File: config.mk
export PLATFORM = sky130hd
export DESIGN_NAME = snake_ctrl_flat
export DESIGN_NICKNAME = d
export VERILOG_FILES = /design/src/rtl/snake_pkg.sv /design/src/rtl/snake_if.sv /design/src/rtl/snake_body_buf.sv /design/src/rtl/snake_ctrl.sv /design/src/flat_wrapper.sv
export SDC_FILE = /design/constraint.sdc
export NUM_CORES = 1
export LEC_CHECK = 0
export CELL_PAD_IN_SITES_DETAIL_PLACEMENT = 0
export CELL_PAD_IN_SITES_GLOBAL_PLACEMENT = 1
export CORE_ASPECT_RATIO = 1.5
export CORE_MARGIN = 1
export CORE_UTILIZATION = 57
export CTS_BUF_LIST = sky130_fd_sc_hd__clkbuf_8
export DETAILED_ROUTE_END_ITERATION = 6
export GPL_TIMING_DRIVEN = 1
export PLACE_DENSITY = 0.9
export SYNTH_ARGS = -nofsm -noshare
export SYNTH_HDL_FRONTEND = slang
export SYNTH_SLANG_ARGS = --single-unit
File: constraint.sdc
create_clock -name clk -period 13.4 [get_ports clk]
set_clock_uncertainty 0.15 [all_clocks]
set_input_delay 2.01 -clock clk [delete_from_list [all_inputs] [get_ports clk]]
set_output_delay 2.01 -clock clk [all_outputs]
set_load 0.05 [all_outputs]
File: src/rtl/snake_pkg.sv
// Shared encodings and helpers for the snake game controller.
package snake_pkg;

    localparam int COORD_W    = 4;
    localparam int LEN_W      = 6;
    localparam int IDX_W      = 5;
    localparam int DEF_WIDTH  = 16;
    localparam int DEF_HEIGHT = 8;

    typedef enum logic [3:0] {
        DIR_UP    = 4'b0001,
        DIR_RIGHT = 4'b0010,
        DIR_DOWN  = 4'b0100,
        DIR_LEFT  = 4'b1000
    } dir_t;

    typedef enum logic [1:0] {
        ST_IDLE = 2'd0,
        ST_RUN  = 2'd1,
        ST_DEAD = 2'd2
    } state_t;

    function automatic dir_t dir_opposite(input dir_t d);
        case (d)
            DIR_UP:    return DIR_DOWN;
            DIR_DOWN:  return DIR_UP;
            DIR_LEFT:  return DIR_RIGHT;
            DIR_RIGHT: return DIR_LEFT;
            default:   return DIR_LEFT;
        endcase
    endfunction

    function automatic logic is_onehot4(input logic [3:0] v);
        return (v != 4'd0) && ((v & (v - 4'd1)) == 4'd0);
    endfunction

endpackage

File: src/rtl/snake_if.sv
// Game-facing signal bundle: player/food inputs, status outputs and body read port.
interface snake_if;
    import snake_pkg::*;

    logic                 start;
    logic                 btn_up;
    logic                 btn_down;
    logic                 btn_left;
    logic                 btn_right;
    logic                 food_valid;
    logic [COORD_W-1:0]   food_x;
    logic [COORD_W-1:0]   food_y;
    logic [IDX_W-1:0]     rd_idx;

    logic [COORD_W-1:0]   head_x;
    logic [COORD_W-1:0]   head_y;
    logic [LEN_W-1:0]     len;
    logic [1:0]           state;
    logic                 step;
    logic                 food_eaten;
    logic                 dead;
    logic [COORD_W-1:0]   rd_x;
    logic [COORD_W-1:0]   rd_y;
    logic                 rd_valid;

    modport master (
        output start, btn_up, btn_down, btn_left, btn_right,
        output food_valid, food_x, food_y, rd_idx,
        input  head_x, head_y, len, state, step, food_eaten, dead,
        input  rd_x, rd_y, rd_valid
    );

    modport slave (
        input  start, btn_up, btn_down, btn_left, btn_right,
        input  food_valid, food_x, food_y, rd_idx,
        output head_x, head_y, len, state, step, food_eaten, dead,
        output rd_x, rd_y, rd_valid
    );

endinterface

File: src/rtl/snake_body_buf.sv
// Circular body store: segment i lives at slot (ptr - i); advancing writes the new head
// one slot ahead, so the tail falls off implicitly unless len grows.
module snake_body_buf
    import snake_pkg::*;
#(
    parameter int MAX_LEN = 16
) (
    input  logic               clk,
    input  logic               reset,
    input  logic               clear,
    input  logic               advance,
    input  logic [COORD_W-1:0] cand_x,
    input  logic [COORD_W-1:0] cand_y,
    input  logic               cand_grow,
    output logic               hit,
    output logic [LEN_W-1:0]   len,
    input  logic [IDX_W-1:0]   rd_idx,
    output logic [COORD_W-1:0] rd_x,
    output logic [COORD_W-1:0] rd_y,
    output logic               rd_valid
);

    localparam int PW = $clog2(MAX_LEN);
    localparam logic [LEN_W-1:0] LEN_MAX = LEN_W'(MAX_LEN);

    logic [COORD_W-1:0] mem_x_r [MAX_LEN];
    logic [COORD_W-1:0] mem_y_r [MAX_LEN];
    logic [PW-1:0]      ptr_r;
    logic [LEN_W-1:0]   len_r;
    logic [PW-1:0]      ptr_nxt_s;
    logic [COORD_W-1:0] seg_x_s [MAX_LEN];
    logic [COORD_W-1:0] seg_y_s [MAX_LEN];
    logic               hit_s;

    assign ptr_nxt_s = ptr_r + PW'(1'b1);

    for (genvar i = 0; i < MAX_LEN; i++) begin : g_seg
        assign seg_x_s[i] = mem_x_r[ptr_r - PW'(i)];
        assign seg_y_s[i] = mem_y_r[ptr_r - PW'(i)];
    end

    // Segment storage, head pointer and length.
    always_ff @(posedge clk or negedge reset) begin
        if (!reset) begin
            ptr_r <= '0;
            len_r <= 6'd1;
            for (int j = 0; j < MAX_LEN; j++) begin
                mem_x_r[j] <= 4'd0;
                mem_y_r[j] <= 4'd0;
            end
        end else if (clear) begin
            ptr_r <= '0;
            len_r <= 6'd1;
            for (int j = 0; j < MAX_LEN; j++) begin
                mem_x_r[j] <= 4'd0;
                mem_y_r[j] <= 4'd0;
            end
        end else if (advance) begin
            ptr_r              <= ptr_nxt_s;
            mem_x_r[ptr_nxt_s] <= cand_x;
            mem_y_r[ptr_nxt_s] <= cand_y;
            if (cand_grow && (len_r < LEN_MAX)) begin
                len_r <= len_r + 6'd1;
            end
        end
    end

    // Parallel compare; the tail is skipped when it is about to vacate.
    always_comb begin
        hit_s = 1'b0;
        for (int i = 0; i < MAX_LEN; i++) begin
            if ((6'(i) < len_r) && !((6'(i) == len_r - 6'd1) && !cand_grow) &&
                (seg_x_s[i] == cand_x) && (seg_y_s[i] == cand_y)) begin
                hit_s = 1'b1;
            end else begin
                hit_s = hit_s;
            end
        end
    end

    // Combinational body read port.
    always_comb begin
        rd_valid = ({1'b0, rd_idx} < len_r);
        if (rd_valid) begin
            rd_x = mem_x_r[ptr_r - rd_idx[PW-1:0]];
            rd_y = mem_y_r[ptr_r - rd_idx[PW-1:0]];
        end else begin
            rd_x = 4'd0;
            rd_y = 4'd0;
        end
    end

    assign hit = hit_s;
    assign len = len_r;

endmodule

File: src/rtl/snake_ctrl.sv
// Snake game controller: movement tick, direction arbitration, growth and self-collision.
module snake_ctrl
    import snake_pkg::*;
#(
    parameter int WIDTH    = DEF_WIDTH,
    parameter int HEIGHT   = DEF_HEIGHT,
    parameter int MAX_LEN  = 16,
    parameter int TICK_DIV = 4
) (
    input logic    clk,
    input logic    reset,
    snake_if.slave bus
);

    localparam int TW = $clog2(TICK_DIV);
    localparam logic [TW-1:0]      TICK_LOAD = TW'(TICK_DIV - 1);
    localparam logic [COORD_W-1:0] X_MAX     = COORD_W'(WIDTH - 1);
    localparam logic [COORD_W-1:0] Y_MAX     = COORD_W'(HEIGHT - 1);

    state_t             state_r;
    state_t             state_nxt_s;
    logic [TW-1:0]      tick_r;
    logic               step_r;
    dir_t               dir_r;
    dir_t               pend_r;
    logic [COORD_W-1:0] head_x_r;
    logic [COORD_W-1:0] head_y_r;
    logic               eaten_r;
    logic               dead_r;

    logic [3:0]         btn_vec_s;
    logic               req_ok_s;
    logic [COORD_W-1:0] nx_s;
    logic [COORD_W-1:0] ny_s;
    logic               grow_s;
    logic               hit_s;
    logic               advance_s;
    logic               collide_s;
    logic               clear_s;

    assign btn_vec_s = {bus.btn_left, bus.btn_down, bus.btn_right, bus.btn_up};
    assign req_ok_s  = is_onehot4(btn_vec_s) && (btn_vec_s != dir_opposite(dir_r));
    assign grow_s    = bus.food_valid && (nx_s == bus.food_x) && (ny_s == bus.food_y);
    assign advance_s = step_r && (state_r == ST_RUN) && !hit_s;
    assign collide_s = step_r && (state_r == ST_RUN) && hit_s;
    assign clear_s   = (state_r == ST_DEAD) && bus.start;

    // Candidate head from the pending direction, wrapping at the playfield edges.
    always_comb begin
        nx_s = head_x_r;
        ny_s = head_y_r;
        case (pend_r)
            DIR_RIGHT: nx_s = (head_x_r == X_MAX) ? 4'd0 : head_x_r + 4'd1;
            DIR_LEFT:  nx_s = (head_x_r == 4'd0) ? X_MAX : head_x_r - 4'd1;
            DIR_DOWN:  ny_s = (head_y_r == Y_MAX) ? 4'd0 : head_y_r + 4'd1;
            DIR_UP:    ny_s = (head_y_r == 4'd0) ? Y_MAX : head_y_r - 4'd1;
            default: begin
                nx_s = head_x_r;
                ny_s = head_y_r;
            end
        endcase
    end

    // Next-state logic.
    always_comb begin
        state_nxt_s = state_r;
        case (state_r)
            ST_IDLE: if (bus.start) state_nxt_s = ST_RUN;  else state_nxt_s = ST_IDLE;
            ST_RUN:  if (collide_s) state_nxt_s = ST_DEAD; else state_nxt_s = ST_RUN;
            ST_DEAD: if (bus.start) state_nxt_s = ST_IDLE; else state_nxt_s = ST_DEAD;
            default: state_nxt_s = ST_IDLE;
        endcase
    end

    // State register.
    always_ff @(posedge clk or negedge reset) begin
        if (!reset) begin
            state_r <= ST_IDLE;
        end else begin
            state_r <= state_nxt_s;
        end
    end

    // Movement tick: counts only while running, one-cycle step at zero.
    always_ff @(posedge clk or negedge reset) begin
        if (!reset) begin
            tick_r <= TICK_LOAD;
            step_r <= 1'b0;
        end else if (state_r != ST_RUN) begin
            tick_r <= TICK_LOAD;
            step_r <= 1'b0;
        end else if (tick_r == '0) begin
            tick_r <= TICK_LOAD;
            step_r <= 1'b1;
        end else begin
            tick_r <= tick_r - TW'(1'b1);
            step_r <= 1'b0;
        end
    end

    // Committed and pending direction; a press during the step cycle lands on the next step.
    always_ff @(posedge clk or negedge reset) begin
        if (!reset) begin
            dir_r  <= DIR_RIGHT;
            pend_r <= DIR_RIGHT;
        end else if (clear_s) begin
            dir_r  <= DIR_RIGHT;
            pend_r <= DIR_RIGHT;
        end else begin
            if (advance_s) begin
                dir_r <= pend_r;
            end
            if (req_ok_s) begin
                pend_r <= dir_t'(btn_vec_s);
            end
        end
    end

    // Head position and status flags, updated the cycle after step.
    always_ff @(posedge clk or negedge reset) begin
        if (!reset) begin
            head_x_r <= 4'd0;
            head_y_r <= 4'd0;
            eaten_r  <= 1'b0;
            dead_r   <= 1'b0;
        end else if (clear_s) begin
            head_x_r <= 4'd0;
            head_y_r <= 4'd0;
            eaten_r  <= 1'b0;
            dead_r   <= 1'b0;
        end else begin
            eaten_r <= advance_s && grow_s;
            if (advance_s) begin
                head_x_r <= nx_s;
                head_y_r <= ny_s;
            end
            if (collide_s) begin
                dead_r <= 1'b1;
            end
        end
    end

    snake_body_buf #(
        .MAX_LEN (MAX_LEN)
    ) u_body (
        .clk       (clk),
        .reset     (reset),
        .clear     (clear_s),
        .advance   (advance_s),
        .cand_x    (nx_s),
        .cand_y    (ny_s),
        .cand_grow (grow_s),
        .hit       (hit_s),
        .len       (bus.len),
        .rd_idx    (bus.rd_idx),
        .rd_x      (bus.rd_x),
        .rd_y      (bus.rd_y),
        .rd_valid  (bus.rd_valid)
    );

    assign bus.head_x     = head_x_r;
    assign bus.head_y     = head_y_r;
    assign bus.state      = state_r;
    assign bus.step       = step_r;
    assign bus.food_eaten = eaten_r;
    assign bus.dead       = dead_r;

endmodule

File: src/flat_wrapper.sv
// flat-port wrapper written by rule: the top's interface ports become plain ports
module snake_ctrl_flat import snake_pkg::*;
#(
    parameter int WIDTH    = DEF_WIDTH,
    parameter int HEIGHT   = DEF_HEIGHT,
    parameter int MAX_LEN  = 16,
    parameter int TICK_DIV = 4
)
  (clk, reset, bus_start, bus_btn_up, bus_btn_down, bus_btn_left, bus_btn_right, bus_food_valid, bus_food_x, bus_food_y, bus_rd_idx, bus_head_x, bus_head_y, bus_len, bus_state, bus_step, bus_food_eaten, bus_dead, bus_rd_x, bus_rd_y, bus_rd_valid);
  snake_if bus_i ();
  input logic clk;
  input logic reset;
  input wire logic [$bits(bus_i.start)-1:0] bus_start;
  input wire logic [$bits(bus_i.btn_up)-1:0] bus_btn_up;
  input wire logic [$bits(bus_i.btn_down)-1:0] bus_btn_down;
  input wire logic [$bits(bus_i.btn_left)-1:0] bus_btn_left;
  input wire logic [$bits(bus_i.btn_right)-1:0] bus_btn_right;
  input wire logic [$bits(bus_i.food_valid)-1:0] bus_food_valid;
  input wire logic [$bits(bus_i.food_x)-1:0] bus_food_x;
  input wire logic [$bits(bus_i.food_y)-1:0] bus_food_y;
  input wire logic [$bits(bus_i.rd_idx)-1:0] bus_rd_idx;
  output wire logic [$bits(bus_i.head_x)-1:0] bus_head_x;
  output wire logic [$bits(bus_i.head_y)-1:0] bus_head_y;
  output wire logic [$bits(bus_i.len)-1:0] bus_len;
  output wire logic [$bits(bus_i.state)-1:0] bus_state;
  output wire logic [$bits(bus_i.step)-1:0] bus_step;
  output wire logic [$bits(bus_i.food_eaten)-1:0] bus_food_eaten;
  output wire logic [$bits(bus_i.dead)-1:0] bus_dead;
  output wire logic [$bits(bus_i.rd_x)-1:0] bus_rd_x;
  output wire logic [$bits(bus_i.rd_y)-1:0] bus_rd_y;
  output wire logic [$bits(bus_i.rd_valid)-1:0] bus_rd_valid;
  assign bus_i.start = bus_start;
  assign bus_i.btn_up = bus_btn_up;
  assign bus_i.btn_down = bus_btn_down;
  assign bus_i.btn_left = bus_btn_left;
  assign bus_i.btn_right = bus_btn_right;
  assign bus_i.food_valid = bus_food_valid;
  assign bus_i.food_x = bus_food_x;
  assign bus_i.food_y = bus_food_y;
  assign bus_i.rd_idx = bus_rd_idx;
  assign bus_head_x = bus_i.head_x;
  assign bus_head_y = bus_i.head_y;
  assign bus_len = bus_i.len;
  assign bus_state = bus_i.state;
  assign bus_step = bus_i.step;
  assign bus_food_eaten = bus_i.food_eaten;
  assign bus_dead = bus_i.dead;
  assign bus_rd_x = bus_i.rd_x;
  assign bus_rd_y = bus_i.rd_y;
  assign bus_rd_valid = bus_i.rd_valid;
  snake_ctrl #(.WIDTH(WIDTH), .HEIGHT(HEIGHT), .MAX_LEN(MAX_LEN), .TICK_DIV(TICK_DIV)) u_core (.clk(clk), .reset(reset), .bus(bus_i));
endmodule
; After elaboration in Yosys (flattened, before gate mapping)
; Index checks and enable logic that the tools add are counted.
[op_classes]
addsub = 25
magnitude_cmp = 37
n_eq_ne = 62
muxes = 159
bitwise_logic = 19
reduce_logical = 105
[ops]
columns = op, count
row1 = binary-select mux 4 bit (select 4 bit), 34
row2 = two-way mux 4 bit, 85
row3 = two-way mux 64 bit, 4
row4 = == test 4 bit, 34
row5 = bitwise mux 64 bit, 2
row6 = ">= comparator 5 bit, second input constant", 18
row7 = inverter 4 -> 5 bit, 18
row8 = logical AND 1 bit, 75
row9 = "== test 4 x 6 -> 1 bit, first input constant", 8
row10 = "< comparator 4 x 6 -> 1 bit, first input constant", 8
row11 = "subtractor 4 bit, second input constant", 8
row12 = "== test 3 x 6 -> 1 bit, first input constant", 4
row13 = "< comparator 3 x 6 -> 1 bit, first input constant", 4
row14 = two-way mux 1 bit, 22
row15 = zero test 1 bit, 18
row16 = two-way mux 6 bit, 3
row17 = demux 4 bit (select 4 bit), 1
row18 = case mux 4 bit (2 select lines), 2
row19 = "subtractor 4 x 1 -> 4 bit, second input constant", 4
row20 = "subtractor 4 x 3 -> 4 bit, second input constant", 4
row21 = "adder 4 x 1 -> 4 bit, second input constant", 3
row22 = "== test 2 x 6 -> 1 bit, first input constant", 2
row23 = "== test 4 x 3 -> 1 bit, second input constant", 3
row24 = "== test 4 bit, second input constant", 3
row25 = other kinds (27), 40
[word_totals]
regBits = 161
input_bits = 21
output_inout_bits = 28

; Depth between registers and ports, before layout
; Gate-level depths: netlist of run 1.
[depth]
ltp_word = 32
depth_mapped = 23
depth_no_buf = 13

; Modules after synthesis
; From an unflattened synthesis of run 1, not the netlist that was laid out.
[hier_totals]
cells_unflattened = 1715
area_unflattened_um2 = 17842.1
[modules_own_cells]
columns = mod, instances, cells_per_inst, area_each_um2, seq_area_each_um2
row1 = snake_body_buf, 1, 1521, 16101.7, 3454.6
row2 = snake_ctrl, 1, 194, 1740.4, 580.6

; Worst setup path after synthesis of run 1
; Ideal clock, no wire load.
[synth_path]
path_kind = input port to output port
start = in bus_rd_idx[0]
end = out bus_rd_x[0]
t_arrival_ps = 5230
setup_slack_ps = 6010
path_stages = 7
n_path_buf = 3
cell_sequence = ha_1 -> clkbuf_1 -> buf_1 -> buf_1 -> mux4_2 -> mux2i_1 -> a211oi_1
[synth_between]
elab_chain_cells = 6
[synth_rtl]
columns = element, line
row1 = start: declaration, flat_wrapper.sv:21  ; input wire logic [$bits(bus_i.rd_idx)-1:0] bus_rd_idx;
row2 = subtractor 4 bit, snake_body_buf.sv:85  ; rd_x = mem_x_r[ptr_r - rd_idx[PW-1:0]];
row3 = inverter 4 -> 5 bit (implied by the code), snake_body_buf.sv:85
row4 = binary-select mux 4 bit (select 4 bit), snake_body_buf.sv:85
row5 = two-way mux 4 bit (implied by the code) (2 in a row), snake_body_buf.sv:85
row6 = two-way mux 4 bit (*), snake_body_buf.sv:84  ; if (rd_valid) begin
row7 = end: declaration, flat_wrapper.sv:29  ; output wire logic [$bits(bus_i.rd_x)-1:0] bus_rd_x;
; Mark *: on every way between the ends. The rest lies on a longest branch, timed or not. The select of a mux whose other input is x is not followed.

; Worst setup path after layout of run 1
; Same ends and word-level chain as after synthesis.

==> summary.txt, run 1 <==
Final layout
  • Utilization after layout: 61.8%
  • Share of layout cells above drive strength 1: 20.0%
  • Register Area: 0.00405 mm²
  • Multi-input logic area: 0.0137 mm²
  • Final instance area: 0.0197 mm²
  • Final nets: 1,771
  • Area delta synth->final: 6.44%
  • # fillers: 2,668

Yosys
  • Synth unique cells: 78
  • Netlist Area Pre-Place: 0.0185 mm²
  • Syn Inst Count: 1,749
  • Mux cell area share after synthesis: 43.8%
  • Post-synthesis adder-cell area fraction: 2.06%
  • Syn avg cell area: 10.6 µm²
  • Synth area leader: mux4_2
  • Xor and xnor area share after synthesis: 6.66%
  • Sequential area share after synthesis: 21.8%
  • Synth Area in Compound Gates: 6.68%
  • Syn_nets: 1,799
  • Simple-Gate Fraction of Synth Area: 14.4%
  • Post-synth ARST share: 100%
  • Largest family of logic cells by synthesized area: multiplexers
  • Ys flop type: dfrtp_1
  • Count leader, synth: mux2i_1
  • Largest cells by area after synthesis: mux4_2 22%, dfrtp_1 21%, mux2i_1 20%
  • Register bit count reported by yosys: 161
  • Post-synth top area share: 21.7%
  • Syn. warnings: 0
  • Top cells by count, synth: 370 x mux2i_1, 193 x nand2_1, 178 x mux4_2
  • EDFF count, synth: 0

Timing
  • Period utilization: 56.4%
  • Max-slew violation count: 0
  • WHS: 0.341 ns
  • Tightest Pin Transition: 1.21 ns
  • Setup ws final: 5.85 ns
  • Fin crit period: 7.55 ns
  • Final setup violation count: 0
  • F_max: 132 MHz
  • Max-slew headroom: 18.9%
  • Fin. Hold Viols: 0
  • Setup TNS: 0 ns
  • RSZ-0062 raised after global routing: no

Clock tree
  • Num CTS Buffers: 17
  • CTS root buf: clkbuf_8
  • Clk sink count: 161
  • Bufs on Longest Clock Path: 2
  • Setup bufs post-CTS: 0
  • CTS tree: built
  • CTS Hold Buffers Added: 0
  • Clk pin slew, worst setup/hold paths: 0.09 ns
  • PostCTS Resize Cnt: 0
  • H-tree depth reported by CTS: 4
  • Clock Latency Late Sink: 0.51 ns

Worst setup path
  • Critical path class: in -> out
  • Startpoint types: primary input
  • Crit path DAT: 5.39 ns
  • Crit path max fanout: 32
  • CP Data Required Time: 11.24 ns
  • FF-to-FF setup slack: 6.38 ns
  • Critical path endpoint category: primary output
  • R2R cell count: 12

Placement
  • Buffers on Ports: 48
  • Post-Place Setup Slack: 5.86 ns
  • RePlAce Congestion: 1.07
  • Placed Area: 0.0193 mm²
  • HPWL Detailed: 46,000 µm

Floorplanning
  • Initial core utilization: 58.1%
  • Die H: 223 µm
  • DIE WIDTH: 149 µm
  • Die ar.: 0.0332 mm²
  • IO Count: 49
  • Core ar.: 0.0318 mm²
  • Row count: 80

GRT
  • Gr usage total: 39.5%
  • Largest net degree at the start of global routing: 99
  • Initial antenna violation count: 1
  • Vias in the first global route: 15,807
  • Overflow after GRT: 0
  • First-pass GRT wire length: 96,400 µm

Routing
  • Vias/cell: 7.36
  • DR DRC count: 0
  • Via count: 15,788
  • Initial DRC Count: 1,742
  • First-pass DRT Iterations: 6
  • Post-DRT Antenna Nets: 0
  • Routed WL per cell: 29.6 µm
  • Drt total wl: 63,400 µm

Power
  • Leak: 7.27 nW
  • Power per Cell Area: 255 mW/mm²
  • Peak VDD IR: 0.000319 V

Min path
  • Hold Path Class: reg -> reg
  • Hold depth: 1

Status
  • Status: complete, no violations

Run
  • Maximum Capacitance Violations: 0
==> per-stage QoR <==
step / instances / power (W)
3_3_place_gp: 2112 / 0.00451
6_report: 2144 / 0.00501
3_5_place_dp: 2112 / 0.00457
5_1_grt: 2144 / 0.00523
4_1_cts: 2143 / 0.00495
2_1_floorplan: 1749 / 0.00367
==> final timing paths <==
path,to,start
setup / recovery,bus_rd_x[0],bus_rd_idx[0]
hold / removal,u_core.tick_r[0]$_DFF_PN1_,u_core.tick_r[0]$_DFF_PN1_
setup reg to reg,u_core.u_body.mem_x_r[33]$_DFFE_PN0P_,u_core.u_body.ptr_r[0]$_DFFE_PN0P_
hold reg to reg,u_core.tick_r[0]$_DFF_PN1_,u_core.tick_r[0]$_DFF_PN1_
max in group asynchronous,u_core.u_body.ptr_r[0]$_DFFE_PN0P_,reset
min in group asynchronous,u_core.bus.state[0]$_DFF_PN0_,reset
==> per-layer routing <==
metal / track usage, % / share of wire [%] / up-vias
met5: 0 / 0 / -
met4: 31.6 / 9.1 / 0
met3: 8.03 / 8.3 / 283
met2: 63.6 / 48 / 911
met1: 45.3 / 35 / 7955
li1: - / - / 6639
==> state kept, by name, summed over array words and instances, names as in the netlist <==
name	cells
u_core.u_body.mem_y_r	64
u_core.u_body.len	6
u_core.bus.head_y	4
u_core.pend_r	4
u_core.bus.food_eaten	1
u_core.bus.head_x	4
u_core.dir_r	4
u_core.bus.step	1
u_core.tick_r	2
u_core.bus.dead	1
u_core.u_body.mem_x_r	64
u_core.u_body.ptr_r	4
u_core.bus.state	2
==> layout by cell type (no fill, tap or decap), drive strengths merged, types with 4 or more instances in the layout <==
| cell type | count |
|---|---|
| and3 | 12 |
| nand4 | 31 |
| or4b | 5 |
| o21ai | 35 |
| nor3 | 20 |
| nand2 | 193 |
| or3 | 9 |
| nand3 | 76 |
| ha | 28 |
| nand3b | 5 |
| a211oi | 18 |
| nor2b | 18 |
| mux2 | 30 |
| nand2b | 9 |
| o21a | 5 |
| mux2i | 370 |
| xor2 | 59 |
| xnor2 | 79 |
| buf | 57 |
| nor4 | 33 |
| a21oi | 39 |
| clkbuf | 20 |
| o22ai | 4 |
| nor2 | 37 |
| a21o | 8 |
| and2 | 9 |
| clkinv | 4 |
| a22oi | 25 |
| mux4 | 180 |
| clkdlybuf4s50 | 47 |
| nor4b | 6 |
| or4 | 7 |
| inv | 27 |
| a22o | 11 |
| o211ai | 8 |
| dfstp | 5 |
| o31ai | 6 |
| dfrtp | 156 |
==> cells by family after synthesis <==
family          after synthesis
buf+inv                     175
xor+xnor                    138
simple gates                483
compound gates              182
fa+ha+maj                    30
mux                         580
flops                       161
==> power by group <==
group	total, W	leakage [nW]	internal [W]	switching (W)
sequential	0.000791	2.19	0.000573	0.000218
clock	0.000373	0.205	0.000178	0.000196
combinational	0.00385	4.88	0.00138	0.00246
total	0.00501	7.27	0.00213	0.00288
==> worst max-delay path: stages <==
cell,delay [ns]
clkdlybuf4s50_1,0.43
ha_2,0.21
fa_1,0.48
buf_4,0.42
mux4_2,0.29
nor2b_1,0.13
a211oi_1,0.06
a211oi_1,0.41
clkdlybuf4s50_1,0.89
==> final cells by class <==
type / instances / area share, %
clock inverter: 11 / 0.579
multi-input combinational: 1413 / 69.8
sequential: 161 / 20.6
inverter: 24 / 0.458
tap: 410 / 2.61
clock buffer: 20 / 1.40
timing repair buffer: 104 / 4.59
antenna: 1 / 0.0127
No activity file was read; power rests on OpenSTA's default activity.
==> run 2: changes to the inputs <==
CORE_UTILIZATION = 53   (was 57)
PLACE_DENSITY = 0.84   (was 0.9)
clock period = 7.7 ns   (was 13.4 ns; I/O delays follow)
==> run 2 against run 1 <==
  * Sequential power increased by 74%
  * Global-route usage decreased by 2.1 points
  * Register-to-register slack got worse by 4.8 ns
  * Die area increased by 7.5%
  * Sequential share of layout area decreased by 0.16 points
  * Cell count increased by 1.3%
  * Worst setup slack got worse by 4.4 ns
  * Clock power increased by 89%
  * First-iteration DRC count decreased by 1.7%
  * Non-clock buffer count increased by 11
==> summary.txt, run 2 (same netlist as run 1, synthesis figures left out) <==
Placement
  • HPWL Detailed: 47,200 µm (+2.5%)
  • Buffers on Ports: 48 (unchanged)
  • RePlAce Congestion: 1.08 (+0.96%)

Timing
  • F_max: 159 MHz
  • Tightest Pin Transition: 1.31 ns (+0.0997 ns)
  • WHS: 0.339 ns (-0.00251 ns)
  • Setup TNS: 0 ns (unchanged)
  • Final setup violation count: 0 (unchanged)
  • Max-slew headroom: 12.1% (-6.8 points)
  • Period utilization: 81.6%
  • Max-slew violation count: 0 (unchanged)
  • RSZ-0062 raised after global routing: no
  • Fin crit period: 6.28 ns
  • Fin. Hold Viols: 0 (unchanged)

Final layout
  • Final nets: 1,782 (+0.62%)
  • Area delta synth->final: 7.25%
  • Utilization after layout: 57.8% (-4.0 points)
  • Register Area: 0.00405 mm² (unchanged)
  • Commonest non-fill, non-tap cells in the layout: 370 x mux2i_1, 193 x nand2_1, 178 x mux4_2
  • # fillers: 2,913 (+9.2%)
  • Commonest non-fill, non-tap cell in the layout: mux2i_1
  • Multi-input logic area: 0.0137 mm² (about the same)
  • Share of layout cells above drive strength 1: 20.7% (+0.66 points)

Worst setup path
  • Startpoint types: flip-flop
  • Crit path max fanout: 53 (+66%)
  • Reg2reg start: u_core.u_body.ptr_r[2]$_DFFE_PN0P_
  • Crit path DAT: 4.98 ns (-0.41 ns)
  • Worst setup path startpoint: u_core.u_body.ptr_r[2]$_DFFE_PN0P_
  • Critical path class: reg -> out
  • Critical path endpoint category: primary output
  • CP Data Required Time: 6.39 ns (-4.85 ns)

Clock tree
  • Bufs on Longest Clock Path: 2 (unchanged)
  • CTS tree: built
  • H-tree depth reported by CTS: 4 (unchanged)
  • Clk sink count: 161 (unchanged)
  • CTS Hold Buffers Added: 0 (unchanged)
  • CTS root buf: clkbuf_8
  • Clk pin slew, worst setup/hold paths: 0.09 ns (about the same)
  • Setup bufs post-CTS: 0 (unchanged)
  • Clock Latency Late Sink: 0.54 ns (+0.03 ns)
  • PostCTS Resize Cnt: 0 (unchanged)
  • Num CTS Buffers: 17 (unchanged)

Power
  • Power per Cell Area: 447 mW/mm² (+76%)
  • Sw Ratio: 56.8% (-0.60 points)
  • Comb pwr share: 76.4% (-0.4 points)
  • Peak VDD IR: 0.000511 V (+60%)
  • P_int: 0.00383 W (+79%)
  • Total power: 0.00886 W (+77%)
  • Sw power: 0.00503 W (+75%)
  • Clock Power Share: 8.0% (+0.5 points)
  • Leak: 7.34 nW (+0.91%)
  • Reg power frac: 15.6% (-0.2 points)

Floorplanning
  • Die H: 231 µm (+3.7%)
  • DIE WIDTH: 154 µm (+3.7%)
  • Die ar.: 0.0356 mm² (+7.5%)
  • IO Count: 49 (unchanged)
  • Initial core utilization: 53.9% (-4.1 points)
  • Row count: 83 (+3.8%)
  • Core ar.: 0.0343 mm² (+7.7%)

Run
  • Maximum Capacitance Violations: 0 (unchanged)

GRT
  • Gr usage total: 37.4% (-2.1 points)
  • First-pass GRT wire length: 98,200 µm (+1.8%)
  • Vias in the first global route: 15,498 (-2.0%)
  • Initial antenna violation count: 1 (unchanged)
  • Largest net degree at the start of global routing: 73 (-26%)
  • Overflow after GRT: 0 (unchanged)

Status
  • Status: complete, no violations

Min path
  • Min-delay src: u_core.tick_r[0]$_DFF_PN1_
  • Hold Path Class: reg -> reg

Routing
  • First-pass DRT Iterations: 7 (+1)
  • DR DRC count: 0 (unchanged)
  • Post-DRT Antenna Nets: 0 (unchanged)
  • Via count: 15,429 (-2.3%)
  • Initial DRC Count: 1,712 (-1.7%)
  • Vias/cell: 7.11 (-3.5%)
  • Drt total wl: 64,200 µm (+1.2%)
  • Routed WL per cell: 29.6 µm (-0.11%)
==> run 2: cell count changes in the layout (fill, tap and decap cells not counted), sizes merged <==
cell,delta
buf,+11
bufinv,+1
clkbuf,-1
clkinv,+3
inv,-2
==> run 2: worst paths after layout <==
kind | endpoint | slack [ns] | depth (start not counted)
worst max-delay path | bus_rd_x[3] | 1.42 | 8
worst min-delay path | u_core.tick_r[0]$_DFF_PN1_ | 0.34 | 1
worst max register to register | u_core.u_body.mem_x_r[35]$_DFFE_PN0P_ | 1.57 | 15
worst min register to register | u_core.tick_r[0]$_DFF_PN1_ | 0.34 | 1
max in group asynchronous | u_core.u_body.mem_y_r[44]$_DFFE_PN0P_ | 5.81 | 2
min in group asynchronous | u_core.bus.state[0]$_DFF_PN0_ | 0.38 | 1
==> run 2: layout make-up <==
type,instances,area share (%)
well taps,425,2.68
clock inverters,13,0.814
flip-flops and latches,161,20.4
clock buffers,19,1.32
diodes,1,0.0126
inverters,24,0.454
multi-input cells,1413,69.3
repair buffers,115,5.03
==> run 2: per-stage QoR <==
step                worst slack [ns]  std cells  area [µm²]
finish                          1.42       2171       19800
global route                    1.20       2171       19800
CTS                             1.41       2170       19800
detailed placement              1.64       2138       19400
global placement                1.68       2138       19400
floorplan                       1.95       1749       18500
==> run 2: power groups by stage <==
stage | sequential (W) | clock (W) | combinational [W]
global placement | 0.00137 | 0 | 0.00662
global route | 0.00141 | 0.000746 | 0.00714
detailed placement | 0.00139 | 0 | 0.00668
floorplan | 0.00123 | 0 | 0.00515
CTS | 0.00137 | 0.000719 | 0.00670
finish | 0.00138 | 0.000706 | 0.00677
==> run 2: critical path: stages, from the launching register on <==
cell and delay [ns]:
dfrtp_4 0.63, buf_4 0.73, ha_1 0.30, a21oi_1 0.12, xnor2_2 1.01, buf_4 0.28, a211oi_1 0.05, a211oi_1 0.35
clkdlybuf4s50_1 0.87
==> run 2: layer usage <==
layer / share of wire [%] / vias up / track usage, % / routed length [µm]
met4: 8.3 / 0 / 28.6 / 5310
met3: 7.8 / 229 / 6.70 / 4990
met5: 0 / - / 0 / 0
li1: - / 6663 / - / -
met1: 36 / 7743 / 44.4 / 22900
met2: 48 / 794 / 60.2 / 30900
